--- src/rtl/cpu_types_pkg.sv ---
// Shared CPU datapath types plus the issue-buffer entry layout.
package cpu_types_pkg;

  localparam int unsigned WORD_W     = 32;
  localparam int unsigned REG_AW     = 5;
  localparam int unsigned ISSUE_DEPTH = 2;

  typedef logic [WORD_W-1:0] word_t;
  typedef logic [REG_AW-1:0] regbits_t;

  typedef enum logic [3:0] {
    ALU_SLL  = 4'd0,
    ALU_SRL  = 4'd1,
    ALU_ADD  = 4'd2,
    ALU_SUB  = 4'd3,
    ALU_AND  = 4'd4,
    ALU_OR   = 4'd5,
    ALU_XOR  = 4'd6,
    ALU_NOR  = 4'd7,
    ALU_SLT  = 4'd8,
    ALU_SLTU = 4'd9
  } aluop_t;

  typedef struct packed {
    aluop_t   aluop;
    word_t    rdat1;
    word_t    rdat2;
    word_t    imm;
    logic     alusrc;
    regbits_t rs;
    regbits_t rt;
    regbits_t wsel;
    logic     regwen;
  } issue_entry_t;

  // Replace an operand value when a register write targets its (non-zero) source register.
  function automatic word_t snoop_val(input logic wen, input regbits_t wsel, input word_t wdat,
                                      input regbits_t src, input word_t cur);
    return (wen && (wsel != '0) && (wsel == src)) ? wdat : cur;
  endfunction

endpackage

--- src/rtl/fwd_unit.sv ---
// Single-operand EX/MEM bypass: compare destination against source, select forwarded or stored value.
module fwd_unit
  import cpu_types_pkg::*;
(
  input  logic     exm_regwen,
  input  regbits_t exm_wsel,
  input  word_t    exm_wdat,
  input  regbits_t src,
  input  word_t    stored,
  output word_t    val
);

  // Register 0 is never bypassed.
  always_comb begin
    val = stored;
    if (exm_regwen && (exm_wsel != '0) && (exm_wsel == src)) begin
      val = exm_wdat;
    end
  end

endmodule

--- src/rtl/alu_issue_stage.sv ---
// Two-entry issue skid buffer in front of the ALU with WB snooping and EX/MEM forwarding.
module alu_issue_stage
  import cpu_types_pkg::*;
(
  input  logic     CLK,
  input  logic     RST,
  input  logic     flush,
  input  logic     in_valid,
  output logic     in_ready,
  input  aluop_t   in_aluop,
  input  word_t    in_rdat1,
  input  word_t    in_rdat2,
  input  word_t    in_imm,
  input  logic     in_alusrc,
  input  regbits_t in_rs,
  input  regbits_t in_rt,
  input  regbits_t in_wsel,
  input  logic     in_regwen,
  input  logic     exm_regwen,
  input  regbits_t exm_wsel,
  input  word_t    exm_wdat,
  input  logic     wb_regwen,
  input  regbits_t wb_wsel,
  input  word_t    wb_wdat,
  output logic     out_valid,
  input  logic     out_ready,
  output aluop_t   aluop,
  output word_t    port_a,
  output word_t    port_b,
  output regbits_t out_wsel,
  output logic     out_regwen
);

  issue_entry_t mem_q [ISSUE_DEPTH];
  issue_entry_t mem_d [ISSUE_DEPTH];
  logic         head_q, head_d;
  logic         tail_q, tail_d;
  logic [1:0]   count_q, count_d;

  logic                   accept;
  logic                   pop;
  logic [ISSUE_DEPTH-1:0] ent_valid;
  issue_entry_t           in_entry;
  issue_entry_t           head;
  word_t                  fwd_rt;

  // Buffer bookkeeping, WB snoop of stored and incoming operands, and flush.
  always_comb begin
    in_ready  = (count_q != 2'd2);
    out_valid = (count_q != 2'd0);
    accept    = in_valid && in_ready;
    pop       = out_valid && out_ready;
    mem_d     = mem_q;
    head_d    = head_q;
    tail_d    = tail_q;
    count_d   = count_q;

    ent_valid[0] = (count_q == 2'd2) || ((count_q == 2'd1) && (head_q == 1'b0));
    ent_valid[1] = (count_q == 2'd2) || ((count_q == 2'd1) && (head_q == 1'b1));

    for (int unsigned i = 0; i < ISSUE_DEPTH; i++) begin
      if (ent_valid[i]) begin
        mem_d[i].rdat1 = snoop_val(wb_regwen, wb_wsel, wb_wdat, mem_q[i].rs, mem_q[i].rdat1);
        mem_d[i].rdat2 = snoop_val(wb_regwen, wb_wsel, wb_wdat, mem_q[i].rt, mem_q[i].rdat2);
      end
    end

    in_entry.aluop  = in_aluop;
    in_entry.rdat1  = snoop_val(wb_regwen, wb_wsel, wb_wdat, in_rs, in_rdat1);
    in_entry.rdat2  = snoop_val(wb_regwen, wb_wsel, wb_wdat, in_rt, in_rdat2);
    in_entry.imm    = in_imm;
    in_entry.alusrc = in_alusrc;
    in_entry.rs     = in_rs;
    in_entry.rt     = in_rt;
    in_entry.wsel   = in_wsel;
    in_entry.regwen = in_regwen;

    if (accept) begin
      mem_d[tail_q] = in_entry;
      tail_d        = tail_q + 1'b1;
    end
    if (pop) begin
      head_d = head_q + 1'b1;
    end
    count_d = count_q + 2'(accept) - 2'(pop);

    // Redirect kills everything, including a same-cycle accept.
    if (flush) begin
      count_d = 2'd0;
      head_d  = 1'b0;
      tail_d  = 1'b0;
    end
  end

  // State and storage registers; reset clears storage so ALU-side outputs read as zero.
  always_ff @(posedge CLK or posedge RST) begin
    if (RST) begin
      mem_q   <= '{default: '0};
      head_q  <= 1'b0;
      tail_q  <= 1'b0;
      count_q <= 2'd0;
    end else begin
      mem_q   <= mem_d;
      head_q  <= head_d;
      tail_q  <= tail_d;
      count_q <= count_d;
    end
  end

  assign head = mem_q[head_q];

  fwd_unit u_fwd_rs (
    .exm_regwen (exm_regwen),
    .exm_wsel   (exm_wsel),
    .exm_wdat   (exm_wdat),
    .src        (head.rs),
    .stored     (head.rdat1),
    .val        (port_a)
  );

  fwd_unit u_fwd_rt (
    .exm_regwen (exm_regwen),
    .exm_wsel   (exm_wsel),
    .exm_wdat   (exm_wdat),
    .src        (head.rt),
    .stored     (head.rdat2),
    .val        (fwd_rt)
  );

  // ALU-facing head view.
  always_comb begin
    aluop      = head.aluop;
    port_b     = head.alusrc ? head.imm : fwd_rt;
    out_wsel   = head.wsel;
    out_regwen = head.regwen;
  end

endmodule

--- config.mk ---
export PLATFORM = sky130hd
export DESIGN_NAME = alu_issue_stage
export DESIGN_NICKNAME = d
export VERILOG_FILES = /design/src/rtl/cpu_types_pkg.sv /design/src/rtl/fwd_unit.sv /design/src/rtl/alu_issue_stage.sv
export SDC_FILE = /design/constraint.sdc
export NUM_CORES = 1
export LEC_CHECK = 0
export ABC_AREA = 1
export BUFFER_PORTS_ARGS = -buffer_cell sky130_fd_sc_hd__buf_2
export CAP_MARGIN = 10
export CORE_MARGIN = 2
export CORE_UTILIZATION = 30
export CTS_BUF_LIST = sky130_fd_sc_hd__clkbuf_2 sky130_fd_sc_hd__clkbuf_4 sky130_fd_sc_hd__clkbuf_8
export CTS_CLUSTER_DIAMETER = 80
export DETAILED_ROUTE_END_ITERATION = 12
export PLACE_DENSITY_LB_ADDON = 0.2
export SYNTH_ARGS = -nofsm -noshare
export SYNTH_HDL_FRONTEND = slang
export SYNTH_SLANG_ARGS = --single-unit
--- constraint.sdc ---
create_clock -name CLK -period 11.1 [get_ports CLK]
set_input_delay 2.22 -clock CLK [delete_from_list [all_inputs] [get_ports CLK]]
set_output_delay 2.22 -clock CLK [all_outputs]
set_load 0.005 [all_outputs]
# After elaboration in Yosys (flattened, before gate mapping)
# Cells that the tools add are included.
# W data, S select, Z words.
[totals]
regBits = 238
inputBits = 198
elab_cells = 87
[classes]
addsub = 4
magnitude_cmp = 3
n_eq_ne = 11
muxes = 23
bitwise_logic = 3
n_reduce_logical = 22
[op_table]
columns = ["operator", "n"]
rows = [
  ["$mux W117", 4],
  ["$mux W32", 9],
  ["$bwmux W234", 1],
  ["$mux W230", 1],
  ["$mux W64", 2],
  ["$demux W117 S1", 1],
  ["$eq A5 B5 Y1", 8],
  ["$logic_and A1 B1 Y1", 15],
  ["$reduce_bool A5 Y1", 2],
  ["$reduce_bool A2 Y1", 3],
  ["$ge A2 B2 Y1 const B", 2],
  ["$mux W1", 4],
  ["$not A1 Y2", 2],
  ["$add A1 B1 Y1 const B", 2],
  ["$add A2 B1 Y2", 1],
  ["$eq A2 B1 Y1 const B", 1],
  ["$eq A2 B2 Y1 const B", 1],
  ["$logic_or A1 B1 Y1", 2],
  ["$lt A2 B1 Y1 const B", 1],
  ["$mux W2", 1],
  ["$ne A2 B2 Y1 const B", 1],
  ["$sub A2 B1 Y2", 1],
  ["$not A1 Y1", 1],
]

# Logic depth before layout (Yosys ltp)
[depth]
depth_word = 8
mapped_depth = 12
mapped_depth_nobuf = 10

# By module
# Synthesis repeated with hierarchy kept, for this count alone.
[unflattened]
hier_cells = 2414
area_unflattened_um2 = 15755.1
[by_module_without_submodules]
columns = ["mod", "n_inst", "cells_per_inst", "area_per_inst_um2"]
rows = [
  ["alu_issue_stage", 1, 2140, 14426.3],
  ["fwd_unit", 2, 137, 664.4],
]

# Worst setup path before layout
# OpenSTA, ideal clock, no wires.
[synth_timing]
kind = "input to output"
startpoint = "in exm_wsel[4]"
endpoint = "out port_b[10]"
arrival_ns = 3.064
required_time_ns = 8.880
setup_slack_ns = 5.816
path_stages = 9
n_path_buf = 1
cell_sequence = "inv_1 > nand3_1 > nand2_1 > nor2_2 > nand3_2 > buf_2 > nand2_1 > nand3_1 > nand2_1"
[synth_via]
elab_chain_cells = 5
word_cells_on_any_way = 6
classes_between = "eq/ne (1); mux (2); reduce/logical (3)"
[synth_rtl]
columns = ["element", "line", "source"]
rows = [
  ["start: declaration", "alu_issue_stage.sv:20", "input regbits_t exm_wsel,"],
  ["$reduce_bool A5 Y1", "fwd_unit.sv:16", "if (exm_regwen && (exm_wsel != '0) && (exm_wsel == src)) begin"],
  ["$logic_and A1 B1 Y1", "fwd_unit.sv:16", ""],
  ["$logic_and A1 B1 Y1 *", "fwd_unit.sv:16", ""],
  ["$mux W32 *", "fwd_unit.sv:16", ""],
  ["$mux W32 *", "alu_issue_stage.sv:133", "port_b = head.alusrc ? head.imm : fwd_rt;"],
  ["end: declaration", "alu_issue_stage.sv:29", "output word_t port_b,"],
]
# Every way passes the cells marked *; elsewhere a longest branch is shown, timed or not.

# Worst setup path after layout
[layout_timing]
startpoint = "reg head_q"
endpoint = "out port_a[7]"
[layout_via]
elab_chain_cells = 7
[layout_rtl]
columns = ["element", "line", "source"]
rows = [
  ["start: declaration", "alu_issue_stage.sv:36", "logic head_q, head_d;"],
  ["start signal: assignment", "alu_issue_stage.sv:99", "head_q <= 1'b0;"],
  ["start signal: assignment", "alu_issue_stage.sv:104", "head_q <= head_d;"],
  ["$not A1 Y2 (not written as such) *", "alu_issue_stage.sv:110", "assign head = mem_q[head_q];"],
  ["$mux W117 (not written as such) * (3 in a row)", "alu_issue_stage.sv:110", ""],
  ["$eq A5 B5 Y1", "fwd_unit.sv:16", ""],
  ["$logic_and A1 B1 Y1", "fwd_unit.sv:16", ""],
  ["$mux W32 *", "fwd_unit.sv:16", ""],
  ["end: declaration", "alu_issue_stage.sv:28", "output word_t port_a,"],
]
# Every way passes the cells marked *; elsewhere a longest branch is shown, timed or not. The select of a mux whose other input is x is not followed.

==> flow_metrics.py <==
metrics = {
    "clocking": {
        "ctsResizeCount": 0,
        "cts.htree.levels": 2,
        "root_buffer": "clkbuf_8",
        "cts_tree": "yes",
        "ctsHoldBuffers": 0,
        "cts.path.max_buffers": 3,
        "cts_sinks": 238,
        "insertion_delay_ps": 630,
        "path_clk_slew_ps": 60,
        "cts_setup_buffers": 0,
        "cts_buffers": 48,
    },
    "place": {
        "place_area_um2": 17050,
        "gp_congestion": 0.9702,
        "port_buffers": 273,
        "post-place-cells": 3183,
        "dpl.hpwl_um": 42280,
        "place_ws_ps": 4150,
    },
    "routing": {
        "drcViolationCount": 0,
        "drt_iter0_markers": 1422,
        "first_pass_iters": 7,
        "wl_um": 65190,
        "num_vias": 16260,
        "antenna_left": 0,
        "vias_per_cell": 4.983,
        "avgRoutedWirePerCell_um": 19.98,
    },
    "power_and_ir_drop": {
        "finalPower_mw": 4.327,
        "p_int_mw": 2.463,
        "combinationalPowerShare_pct": 43.9,
        "pwr_density_cell_nw_per_um2": 239.6,
        "p_switching_mw": 1.864,
        "p_sw_share_pct": 43.07,
        "leakage_nw": 10.11,
        "vdd_drop_max_mv": 0.1284,
        "p_clk_share_pct": 22.5,
        "p_seq_share_pct": 33.7,
    },
    "global_routing": {
        "grt.busiest_layer": "met2",
        "antenna_found_initial": 6,
        "grt_max_degree": 101,
        "use_met1_pct": 32.12,
        "grt_util_all_layers_pct": 24.29,
        "grt_pass1_vias": 16080,
        "grt_pass1_wl_um": 98310,
        "grtUsageMet3_pct": 3.743,
        "grt_overflow": 0,
        "gr-usage-met2_pct": 39.40,
    },
    "sta": {
        "max_freq_ghz": 0.1413,
        "setup-violations-final": 0,
        "slew_violations": 0,
        "hold_viol": 0,
        "layout_min_cycle_time_ps": 7080,
        "tightest_slew_ps": 1259,
        "slew_headroom_pct": 15.88,
        "final.setup_skew_ps": 35.90,
        "period_share_pct": 63.78,
        "setup-tns-final_ps": 0,
        "setup_slack_ps": 4020,
        "rsz0062_at_grt": "false",
    },
    "synthesis": {
        "synthesis.nets": 2570,
        "synth_edf_count": 0,
        "yosys-top-cells-count": "nand2_1, nand3_1, inv_1, dfrtp_1, buf_2",
        "synth-seq-cells": 238,
        "synth_top_cell_by_area": "dfrtp_1",
        "synth.avg_cell_area_um2": 6.498,
        "synth_area_leaders": "dfrtp_1, nand2_1, nand3_1, inv_1, buf_2",
        "syn_inst": 2370,
        "syn-cell-area_um2": 15400,
        "async_flop_share_pct": 100.0,
        "synthDistinctLibCells": 23,
        "synth_warnings": 0,
        "yosys.area.top_type_share_pct": 38.67,
        "yosysMostFrequentCell": "nand2_1",
        "yosysSeqAreaShare_pct": 38.67,
        "synthFlopType": "dfrtp_1",
    },
    "die": {
        "die_w_um": 230.6,
        "dieArea_um2": 53160,
        "ios": 274,
        "coreArea_um2": 50990,
        "die_h_um": 230.6,
        "start_util_pct": 30.20,
        "placementRows": 83,
    },
    "min_path": {
        "hp-class": "register to register",
    },
    "layout": {
        "fin_cells": 3263,
        "final_layout_size_suffix_gt1_share_pct": 15.69,
        "fillers": 5668,
        "finalNetCount": 2754,
        "design_area_um2": 18060,
        "syn_to_final_growth_pct": 17.27,
    },
    "setup_path": {
        "crit_path_end_kind": "output pin",
        "crit_arrival_ps": 4860,
        "startpoint_type": "register",
        "crit_type": "register to output pin",
        "required_ps": 8880,
        "path_max_fanout": 94,
    },
    "job": {
        "drv_cap": 0,
    },
    "status": {
        "status": "finished, final reports clean",
    },
}
## cells in the final DEF (no fill, tap or decap), types with 24 or more instances in the layout
cell,netlist,routed
nand2_1,814,813
clkbuf_8,0,56
xnor2_1,27,27
o21ai_1,35,34
nand4_1,32,32
dfrtp_1,238,237
nor2_1,42,40
inv_1,320,319
a21oi_1,32,32
nand3_1,531,531
o21ai_0,97,97
buf_4,9,24
buf_2,111,273
## kinds of logic (layout without fill, tap and decap cells)
kind of cell               count (synthesis)  in the layout  share of synthesized area (%)
AOI/OAI and AO/OA                        164            164                          5.329
xor gates and xnor gates                  37             37                          2.104
adders and majority gates                  2              2                         0.1625
buffers and inverters                    490            702                          13.40
DFF                                      238            238                          38.67
other                                      0              1                              0
and+or+nand+nor                         1439           1439                          40.33
## critical path: stages (launching register included)
cell	delay, ps
dfrtp_4	1060
buf_4	720
nand2_1	140
o21ai_1	190
xor2_1	180
nand2_1	110
nor2_4	240
buf_4	430
nand2_2	610
nand2_1	240
nand2_1	90
buf_2	130
## power by group through the flow
stage / clock [mW] / combinational (mW) / sequential, mW
after floorplan: 0 / 1.25 / 1.40
after global placement: 0 / 1.87 / 1.46
after detailed placement: 0 / 1.89 / 1.47
after CTS: 0.994 / 1.90 / 1.46
after global routing: 1.03 / 2.14 / 1.50
final: 0.973 / 1.90 / 1.46
## worst paths after layout
check,startpoint,endpoint,slack [ps],cells after the start
worst max-delay path,head_q,port_a[7],4020,11
worst min-delay path,mem_q[4],mem_q[4],480,2
worst max register to register,head_q,mem_q[63],6290,9
worst min register to register,mem_q[4],mem_q[4],480,2
max in group asynchronous,RST,head_q,7780,3
min in group asynchronous,RST,mem_q[153],1700,2
## through the flow
| stage | hold slack, ps | util (%) |
|---|---|---|
| after floorplan | 449.2 | - |
| after global placement | 461.6 | 33.45 |
| after detailed placement | 465.5 | 33.45 |
| after CTS | 480.8 | 35.36 |
| after global routing | 497.1 | 35.42 |
| final | 480.8 | 35.42 |
## area by class of cell
class,count,area (um^2),area share [%]
sequential,238,5959,33.00
clock inverter,5,78.83,0.4364
multi-input combinational,1642,7460,41.30
inverter,326,1237,6.851
tap,680,850.8,4.711
antenna,1,2.502,0.01386
clock buffer,73,898.4,4.974
timing repair buffer,298,1574,8.715
## registers in the layout, indices dropped and copies added, names as in the netlist
register	flops
mem_q	234
count_q	2
head_q	1
tail_q	1
## per-layer routing
layer	up-vias	share of wire (%)
met4	10	4.1
met5	-	0.11
li1	7817	-
met1	7671	43
met2	624	46
met3	136	6.0
Power figures use the tool's default switching activity.
